## src/rtl/layer_scheduler.sv

```systemverilog
// Sequential dense-layer evaluator: buffers one input vector, then runs every
// neuron through a single shared MAC fed from a 1-cycle-latency weight memory.
module layer_scheduler #(
    parameter int LAYER_DATA_WIDTH = 16,
    parameter int NEURON_WIDTH     = 4,
    parameter int NUM_NEURONS      = 3,
    parameter int B_BITS           = 16,
    localparam int AW = (NUM_NEURONS * (NEURON_WIDTH + 1) > 1) ?
                        $clog2(NUM_NEURONS * (NEURON_WIDTH + 1)) : 1,
    localparam int IW = (NUM_NEURONS > 1) ? $clog2(NUM_NEURONS) : 1
) (
    input  logic                               clk,
    input  logic                               rst,
    input  logic                               start,
    input  logic                               activation_func,
    output logic                               busy,
    input  logic                               x_valid,
    output logic                               x_ready,
    input  logic signed [LAYER_DATA_WIDTH-1:0] x_data,
    output logic                               w_rd_en,
    output logic [AW-1:0]                      w_addr,
    input  logic signed [LAYER_DATA_WIDTH-1:0] w_data,
    output logic                               y_valid,
    input  logic                               y_ready,
    output logic signed [LAYER_DATA_WIDTH+7:0] y_data,
    output logic [IW-1:0]                      y_idx,
    output logic                               done
);
    localparam int W     = LAYER_DATA_WIDTH;
    localparam int CW    = $clog2(NEURON_WIDTH + 1);
    localparam int ACC_W = 2 * W + 8;

    typedef enum logic [2:0] {S_IDLE, S_LOAD, S_MAC, S_DRAIN, S_OUT, S_DONE} state_t;

    state_t                   r_state;
    state_t                   w_state_next;
    logic [CW-1:0]            r_cnt;
    logic [CW-1:0]            r_k_d;
    logic [IW-1:0]            r_n;
    logic                     r_rd_d;
    logic                     r_relu;
    logic signed [W-1:0]      r_x [NEURON_WIDTH];
    logic signed [ACC_W-1:0]  r_acc;

    logic signed [W-1:0]      w_x_sel;
    logic signed [2*W-1:0]    w_prod;
    logic signed [ACC_W-1:0]  w_term;
    logic                     w_load_last;
    logic                     w_n_last;

    assign w_load_last = (r_cnt == CW'(NEURON_WIDTH - 1));
    assign w_n_last    = (r_n == IW'(NUM_NEURONS - 1));

    always_ff @(posedge clk) begin
        if (rst) r_state <= S_IDLE;
        else     r_state <= w_state_next;
    end

    always_comb begin
        w_state_next = r_state;
        busy         = (r_state != S_IDLE);
        x_ready      = 1'b0;
        w_rd_en      = 1'b0;
        y_valid      = 1'b0;
        done         = 1'b0;
        case (r_state)
            S_IDLE:  if (start) w_state_next = S_LOAD;
            S_LOAD: begin
                x_ready = 1'b1;
                if (x_valid && w_load_last) w_state_next = S_MAC;
            end
            S_MAC: begin
                w_rd_en = 1'b1;
                if (r_cnt == CW'(NEURON_WIDTH)) w_state_next = S_DRAIN;
            end
            S_DRAIN: w_state_next = S_OUT;
            S_OUT: begin
                y_valid = 1'b1;
                if (y_ready) w_state_next = w_n_last ? S_DONE : S_MAC;
            end
            S_DONE: begin
                done         = 1'b1;
                w_state_next = S_IDLE;
            end
            default: w_state_next = S_IDLE;
        endcase
    end

    // Input vector buffer: one register per lane, written by beat index.
    generate
        for (genvar gi = 0; gi < NEURON_WIDTH; gi++) begin : g_xbuf
            always_ff @(posedge clk) begin
                if (r_state == S_LOAD && x_valid && r_cnt == CW'(gi))
                    r_x[gi] <= x_data;
            end
        end
    endgenerate

    always_comb begin
        w_x_sel = '0;
        for (int i = 0; i < NEURON_WIDTH; i++)
            if (r_k_d == CW'(i)) w_x_sel = r_x[i];
    end

    assign w_prod = w_data * w_x_sel;
    // r_k_d tags the word arriving this cycle; the last word of a neuron is its bias.
    assign w_term = (r_k_d == CW'(NEURON_WIDTH)) ?
                    {{(ACC_W - B_BITS){w_data[B_BITS-1]}}, w_data[B_BITS-1:0]} :
                    {{8{w_prod[2*W-1]}}, w_prod};

    always_ff @(posedge clk) begin
        if (rst) begin
            r_cnt  <= '0;
            r_k_d  <= '0;
            r_n    <= '0;
            r_rd_d <= 1'b0;
            r_relu <= 1'b0;
            r_acc  <= '0;
        end else begin
            r_rd_d <= (r_state == S_MAC);
            r_k_d  <= r_cnt;
            if (r_rd_d) r_acc <= r_acc + w_term;
            case (r_state)
                S_IDLE: if (start) begin
                    r_relu <= activation_func;
                    r_cnt  <= '0;
                end
                S_LOAD: if (x_valid) begin
                    if (w_load_last) begin
                        r_cnt <= '0;
                        r_n   <= '0;
                        r_acc <= '0;
                    end else begin
                        r_cnt <= r_cnt + 1'b1;
                    end
                end
                S_MAC: r_cnt <= (r_cnt == CW'(NEURON_WIDTH)) ? '0 : r_cnt + 1'b1;
                S_OUT: if (y_ready && !w_n_last) begin
                    r_n   <= r_n + 1'b1;
                    r_acc <= '0;
                end
                default: ;
            endcase
        end
    end

    assign w_addr  = (r_state == S_MAC) ?
                     AW'(r_n) * AW'(NEURON_WIDTH + 1) + AW'(r_cnt) : '0;
    assign y_idx   = (r_state == S_OUT) ? r_n : '0;
    assign y_data  = (r_state == S_OUT && !(r_relu && (r_acc[ACC_W-1] || r_acc == '0))) ?
                     r_acc[W+7:0] : '0;
endmodule

```

## config.mk

```make
export PLATFORM = sky130hd
export DESIGN_NAME = layer_scheduler
export DESIGN_NICKNAME = d
export VERILOG_FILES = /design/src/rtl/layer_scheduler.sv
export SDC_FILE = /design/constraint.sdc
export NUM_CORES = 1
export LEC_CHECK = 0
export BUFFER_PORTS_ARGS = -buffer_cell sky130_fd_sc_hd__buf_2
export CORE_MARGIN = 2
export CORE_UTILIZATION = 45
export CTS_CLUSTER_SIZE = 28
export DETAILED_ROUTE_END_ITERATION = 8
export GPL_TIMING_DRIVEN = 0
export PLACE_DENSITY = 0.69
export SYNTH_ARGS = -nofsm -noshare
export SYNTH_HDL_FRONTEND = slang
export SYNTH_SLANG_ARGS = --single-unit
```

## constraint.sdc

```tcl
create_clock -name clk -period 8.5 [get_ports clk]
set_input_delay 0.425 -clock clk [delete_from_list [all_inputs] [get_ports clk]]
set_output_delay 0.425 -clock clk [all_outputs]
set_load 0.005 [all_outputs]
```

Word-level counts from Yosys, hierarchy flattened
Memory sizes are Yosys's and may differ from the RTL's. Cells that the tools add are included.

Memory bits (writable): 64. Latch bits: 0. Input bits: 38. Register bits: 53. Word-level logic and storage cells: 110. Output and inout port bits: 35. Bits in read-only memories: 0. Memories kept: 1.

Multiply operators: 2. $add $sub $neg: 4. Equal/unequal tests: 21. Div/mod/pow operators: 0. Shift-type cells: 0. Reduce and logical (&&, ||, !) cells: 26. Bitwise logic cells: 0. Multiplexer cells: 49. Magnitude comparators: 0.

Memory list: r_x (words 4, bits a word 16, read ports 4, clocked after Yosys merged registers in 0, write ports 1, RTL line 42) `logic signed [W-1:0] r_x [NEURON_WIDTH];`.

Operator list (count): two-way mux 40 bit (5); two-way mux 16 bit (7); one-hot mux 40 bit (2 select lines) (1); OR reduction 16 bit (3); adder 40 bit (1); zero test 40 bit (1); multiplier 16 x 16 -> 32 bit (1); two-way mux 3 bit (9); two-way mux 24 bit (1); equality test 3 x 2 -> 1 bit (second input constant) (6); two-way mux 1 bit (15); one-hot mux 3 bit (5 select lines) (1); two-way mux 2 bit (7); inequality test 2 bit (second input constant) (7); equality test 3 bit (second input constant) (4); equality test 3 x 1 -> 1 bit (second input constant) (3); logical AND 1 bit (9); zero test 3 bit (3); one-hot mux 3 bit (3 select lines) (1); AND reduction 4 bit (2); nonzero test 3 bit (2); adder 4 x 3 -> 4 bit (1); multiplier 2 x 3 -> 4 bit (second input constant) (1); two-way mux 4 bit (1); other kinds (9) (10).

Logic depth before layout (Yosys ltp)
Gate-level depths: netlist of the first run.

Depth in word-level cells: 12. Depth in mapped cells: 37. Gate-level depth less buffers: 35.

Least setup slack after synthesis of the first run
Ideal clock, no wire load.

Path type: register to register. Start: reg r_k_d[1]. End: reg r_acc[39]. Arrival: 8.787 ns. Path slack: -0.358 ns. Clock period less this slack: 8.858 ns. Setup time: 0.072 ns. Data required time: 8.428 ns. Buffers on the path: 3. Stages on the path, launching flop included: 34. Cells stage by stage: dfxtp_1 -> clkbuf_1 -> buf_1 -> mux4_2 -> nor2b_1 -> clkbuf_1 -> nand2_1 -> fa_1 -> fa_1 -> fa_1 -> fa_1 -> inv_1 -> fa_1 -> inv_1 -> fa_1 -> inv_1 -> ha_1 -> or4_1 -> a21oi_1 -> o21a_2 -> o31ai_4 -> a221oi_4 -> o211ai_1 -> mux2i_1 -> a311o_1 -> ha_1 -> a21oi_1 -> o21ai_0 -> or3_1 -> o21ai_2 -> o211ai_2 -> a41oi_2 -> mux2i_1 -> mux2i_1.

Longest elaborated chain between the ends: 12.

RTL lines: from (decl) (RTL line 38) `logic [CW-1:0] r_k_d;`; from (signal assigned) (RTL line 121) `r_k_d <= r_cnt;`; zero test 3 bit (RTL line 102) `if (r_k_d == CW'(i)) w_x_sel = r_x[i];`; two-way mux 16 bit (4 in series) (RTL line 102); multiplier 16 x 16 -> 32 bit (RTL line 105) `assign w_prod = w_data * w_x_sel;`; two-way mux 40 bit * (RTL line 107) `assign w_term = (r_k_d == CW'(NEURON_WIDTH)) ?`; adder 40 bit * (RTL line 122) `if (r_rd_d) r_acc <= r_acc + w_term;`; two-way mux 40 bit * (RTL line 122); two-way mux 40 bit (RTL line 129) `if (w_load_last) begin`; two-way mux 40 bit (RTL line 128) `S_LOAD: if (x_valid) begin`; one-hot mux 40 bit (2 select lines) * (RTL line 123) `case (r_state)`; to (signal assigned) (RTL line 122); to (decl) (RTL line 43) `logic signed [ACC_W-1:0] r_acc;`.

Mark *: on every way between the ends. The rest lies on a longest branch, timed or not. A chain may end at the register's enable or synchronous reset.

Worst setup path in the final report of the first run
Ends and elaborated chain as after synthesis.

==> impl_metrics.json, run 1 <==
{
  "gr-total-overflow": 0,
  "rows": 71,
  "syn_nets": 2266,
  "hp-class": "in2reg",
  "port_buffers": 71,
  "wl_mm": 46.7,
  "syn_area_sq_mm": 0.0172,
  "first_pass_iters": 5,
  "finish.instance_area_sq_mm": 0.0201,
  "cts_root_buffer": "clkbuf_16",
  "grtUsageTotal": 0.246,
  "yosysSeqAreaShare": 0.174,
  "slew_violations": 0,
  "drcViolationCount": 0,
  "die_area_sq_mm": 0.0397,
  "placed_area_sq_mm": 0.0182,
  "dp.cells": 2412,
  "finalWeightedCongestion": 0.920,
  "antenna_left": 0,
  "critPathSlowestCell": "fa_1",
  "synthDominantCellAreaShare": 0.308,
  "grt_start_max_net_pins": 20,
  "cp-end-kind": "flip-flop",
  "hpwl_mm": 35.6,
  "clk_latency_ns": 0.43,
  "core_area_sq_mm": 0.0376,
  "worst_slew_pin_slew_ns": 0.890,
  "setup_violations": 8,
  "final_cell_count_no_fill": 2500,
  "vias": 13614,
  "cts.sinks": 117,
  "status": "finished with violations",
  "synth_cell_types": 75,
  "h-tree-depth": 4,
  "grt_pass1_vias": 14290,
  "critPathArrivalTime_ns": 9.09,
  "path_class": "reg2reg",
  "synth-seq-cells": 117,
  "routedWlPerCell_um": 18.7,
  "cts_buffer_depth": 2,
  "hold_violations": 0,
  "clkTransAtPathRegs_ns": 0.07,
  "rsz0062_at_grt": "true",
  "cap_violations": 0,
  "cts_tree": "yes",
  "path_max_fanout": 7,
  "ys.warnings.count": 0,
  "syn_inst": 1830,
  "cp_top_family": "adder cells",
  "timing.fmax_mhz": 114,
  "ios": 73,
  "reg2reg_from": "r_k_d[1]$_SDFF_PP0_",
  "crit_buf_inv": 6,
  "nNetsFinal": 2411,
  "cts_buffers": 17,
  "setup_slack_ns": -0.243,
  "ff2ff_setup_slack_ns": -0.24,
  "yosysTopAreaCell": "fa_1",
  "antenna_found_initial": 0,
  "post-route-min-period_ns": 8.74,
  "finalCritPeriodShare": 1.03,
  "skew_ns": 0.0225,
  "grt_pass1_wl_mm": 74.8,
  "violations": "negative setup slack",
  "async_flop_share": 0,
  "critPathMaxStageDelay_ns": 0.54,
  "ys.flop_type": "edfxtp_1",
  "crit_start": "r_k_d[1]$_SDFF_PP0_",
  "drive_above_1_share": 0.173,
  "crit_path_start_kind": "flip-flop",
  "post-route-util": 0.534,
  "yosys-top-cells-area": "fa_1 (31%), edfxtp_1 (11%), ha_1 (9.8%)",
  "synth_area_per_cell_sq_um": 9.38,
  "initialDrtViolationCount": 829,
  "initial_core_util": 0.457,
  "synth_edf_count": 64,
  "crit_required_ns": 8.85,
  "hp-start": "x_data[10]",
  "die_y_um": 199,
  "crit_top_cell": "fa_1",
  "die_w_um": 199,
  "viasPerCell": 5.45,
  "syn2layout_area_growth_pct": 17.1,
  "slew_headroom": 0.407
}
logic make-up after synthesis:
group | Yosys count | share of synthesized area
buffers and inverters | 383 | 0.0845
AOI/OAI and AO/OA | 257 | 0.103
xor gates and xnor gates | 52 | 0.0265
DFF | 117 | 0.174
and+or+nand+nor | 583 | 0.172
adders and majority gates | 398 | 0.406
muxes | 40 | 0.0351
synth_stat cells, types with 11 or more instances:
cell type,n
a211oi_1,11
a21o_1,28
a21oi_1,71
and2_1,161
clkbuf_1,55
dfxtp_1,53
edfxtp_1,64
fa_1,264
ha_1,134
inv_1,320
mux2i_1,23
mux4_2,16
nand2_1,173
nand2b_1,13
nand3_1,31
nor2_1,94
nor2b_1,28
nor3_1,23
nor4_1,12
o21a_1,20
o21ai_0,39
xnor2_1,31
xor2_1,21
stage by stage:
stage	setup WS [ns]	hold WS (ns)	TNS, ns
floorplan	0.0572	0.443	0
CTS	-0.173	0.192	-0.766
finish	-0.243	0.198	-0.853
global route	-0.506	0.201	-3.98
global placement	-1.63	0.456	-21.68
detailed placement	-1.63	0.472	-22.48
sequential cells by signal, indices dropped and copies added, names as in the netlist:
signal and cells:
r_n 2, r_state 3, r_rd_d 1, r_k_d 3, r_acc 40, r_x 64, r_relu 1, r_cnt 3
per-layer routing:
metal,vias up,global-route usage,part of all wire
met2,398,0.408,0.49
met3,103,0.0334,0.056
met1,6910,0.325,0.42
li1,6203,-,-
met4,0,0.0984,0.035
met5,-,0,0
cell type report:
cell class                      count  area (sq um)
Antenna cell                        1          2.50
Buffer                             62           379
Clock buffer                       17           425
Clock inverter                     15           154
Fill cell                        3318         17500
Inverter                          320          1200
Multi-Input combinational cell   1331         13500
Sequential cell                   117          2990
Tap cell                          511           639
Timing Repair Buffer              126           821
layout by cell type (no fill, tap or decap), drive strengths merged, types with 31 or more instances in the layout:
master,count
nand2,174
buf,143
and2,161
dfxtp,53
fa,264
nand3,32
xnor2,31
a21oi,72
o21ai,43
nor2,94
edfxtp,64
inv,331
ha,134
clkbuf,62
a21o,32
path summary, 6_finish.rpt:
path	cells after the start	endpoint
min reg2reg	2	r_acc[39]$_SDFF_PP0_
min	1	r_x[3][10]$_DFFE_PP_
max reg2reg	33	r_acc[39]$_SDFF_PP0_
max	33	r_acc[39]$_SDFF_PP0_
repair_timing:
| item | CTS | global route |
|---|---|---|
| endpoints found under the setup margin | 23 | 20 |
| gates cloned | 0 | 1 |
| buffers inserted | 33 | 23 |
| pin swaps | 34 | 41 |
| hold buffers | 0 | 0 |
| gates resized for setup | 121 | 100 |
Power of run 1 is left out: the tool's default activity adds up to more than one toggle a clock period on the data nets, which glitch-free logic cannot reach.
==> run 2: changes to the inputs <==
--- a/config.mk
+++ b/config.mk
@@ -11,7 +11,7 @@
 export CTS_CLUSTER_SIZE = 28
 export DETAILED_ROUTE_END_ITERATION = 8
 export GPL_TIMING_DRIVEN = 0
-export PLACE_DENSITY = 0.69
+export PLACE_DENSITY_LB_ADDON = 0.12
 export SYNTH_ARGS = -nofsm -noshare
 export SYNTH_HDL_FRONTEND = slang
 export SYNTH_SLANG_ARGS = --single-unit
==> impl_metrics.json, run 2 (same netlist as run 1, synthesis figures left out) <==
{
  "initialDrtViolationCount": 568,
  "hp-start": "x_data[8]",
  "critPathMaxStageDelay_ns": 0.54,
  "setup_slack_ns": -0.359,
  "path_class": "reg2reg",
  "post-route-util": 0.544,
  "path_max_fanout": 7,
  "routedWlPerCell_um": 18.8,
  "syn2layout_area_growth_pct": 19.3,
  "cts.sinks": 117,
  "slew_headroom": 0.386,
  "pre_cts_ws_ns": -1.69,
  "crit_required_ns": 8.86,
  "finalCritPeriodShare": 1.04,
  "core_area_sq_mm": 0.0376,
  "die_area_sq_mm": 0.0397,
  "clkTransAtPathRegs_ns": 0.06,
  "r2r_end": "r_acc[39]$_SDFF_PP0_",
  "die_y_um": 199,
  "grtUsageTotal": 0.248,
  "reg2reg_depth": 34,
  "antenna_left": 0,
  "grt_start_max_net_pins": 20,
  "ios": 73,
  "timing.fmax_mhz": 113,
  "die_w_um": 199,
  "layout_common_cells": "inv_1 (309), fa_1 (255), nand2_1 (168)",
  "cts_root_buffer": "clkbuf_16",
  "crit_path_start_kind": "flip-flop",
  "cap_violations": 0,
  "cts_tree": "yes",
  "rows": 71,
  "reg2reg_from": "r_k_d[0]$_SDFF_PP0_",
  "grt_pass1_wl_mm": 74.9,
  "skew_ns": 0.0101,
  "drcViolationCount": 0,
  "grt_pass1_vias": 13903,
  "critPathArrivalTime_ns": 9.21,
  "largest_register_ffs": 64,
  "first_pass_iters": 4,
  "cp-end-kind": "flip-flop",
  "critPathSlowestCell": "fa_1",
  "final_common_cell": "inv_1",
  "worst_slew_pin_slew_ns": 0.920,
  "cts_buffer_depth": 2,
  "hp-class": "in2reg",
  "finish.instance_area_sq_mm": 0.0205,
  "status": "finished with violations",
  "finalWeightedCongestion": 0.891,
  "violations": "negative setup slack",
  "viasPerCell": 5.31,
  "hold_violations": 0,
  "ff2ff_setup_slack_ns": -0.36,
  "gr-total-overflow": 0,
  "vias": 13433,
  "cts_buffers": 17,
  "post-route-min-period_ns": 8.86,
  "h-tree-depth": 4,
  "fin_setup_tns_ns": -1.70,
  "antenna_found_initial": 3,
  "initial_core_util": 0.457,
  "hold_depth": 1,
  "rsz0062_at_grt": "true",
  "min_to": "r_x[3][8]$_DFFE_PP_",
  "slew_violations": 0,
  "wl_mm": 47.5,
  "nFillCells": 3493,
  "hpwl_mm": 36.7,
  "port_buffers": 71,
  "clk_latency_ns": 0.43,
  "largest_register": "r_x",
  "nNetsFinal": 2442,
  "setup_violations": 11,
  "crit_top_cell": "fa_1",
  "reg_top3": "r_x x64, r_acc x40",
  "drive_above_1_share": 0.193,
  "placed_area_sq_mm": 0.0182
}
[run 2: changes by cell type in the layout (fill, tap and decap cells not counted), sizes merged]
cell,change
nand3,-1
buf,+30
clkinv,+4
inv,-5
clkbuf,+2
bufinv,+1
[run 2: timing repair]
action	4_1_cts	5_1_grt
gates cloned	0	1
setup endpoints to repair	23	22
resized for setup	107	155
hold buffers	0	0
buffers inserted	44	43
pin swaps	38	105
[run 2: critical path: cells and delay by family, from the launching register on]
kind	cells	cell delay, ns
adder cells (fa/ha/maj)	8	3.48
flip-flops	1	0.34
AO/OA/AOI/OAI	11	2.02
multiplexers	4	1.12
buffers and inverters	7	0.66
AND/OR/NAND/NOR	4	1.15
[run 2: routing by layer]
| layer | up-vias | global-route usage | part of all wire |
|---|---|---|---|
| met5 | - | 0 | 0.00027 |
| met4 | 2 | 0.0713 | 0.025 |
| met3 | 81 | 0.0304 | 0.042 |
| met2 | 312 | 0.421 | 0.49 |
| met1 | 6770 | 0.334 | 0.44 |
| li1 | 6268 | - | - |
[run 2: stage by stage]
step                      cells  hold WS (ns)
after floorplan            1830         0.443
after global placement     2412         0.459
after detailed placement   2412         0.474
after CTS                  2487         0.191
after global routing       2530         0.200
final                      2531         0.207
[run 2: layout make-up]
cell class                 count  area (sq um)  share of cell area
multi-input combinational   1330         13500               0.662
buffer                        62           379              0.0185
clock inverter                15           170             0.00832
antenna                        1          2.50            0.000122
tap                          511           639              0.0313
inverter                     320          1200              0.0587
timing repair buffer         158          1110              0.0543
sequential                   117          2990               0.146
clock buffer                  17           425              0.0208
[run 2: how the worst max path moves through the flow]
stage / start / endpoint / slack [ns] / cells past startpoint
global route: r_k_d[0]$_SDFF_PP0_ / r_acc[39]$_SDFF_PP0_ / -0.60 / 34
CTS: r_k_d[1]$_SDFF_PP0_ / r_acc[39]$_SDFF_PP0_ / -0.24 / 29
finish: r_k_d[0]$_SDFF_PP0_ / r_acc[39]$_SDFF_PP0_ / -0.36 / 34
floorplan: r_k_d[1]$_SDFF_PP0_ / r_acc[39]$_SDFF_PP0_ / 0.06 / 33
detailed placement: r_k_d[1]$_SDFF_PP0_ / r_acc[39]$_SDFF_PP0_ / -1.69 / 30
global placement: r_k_d[1]$_SDFF_PP0_ / r_acc[39]$_SDFF_PP0_ / -1.70 / 30
Power of run 2 is left out for the same reason.
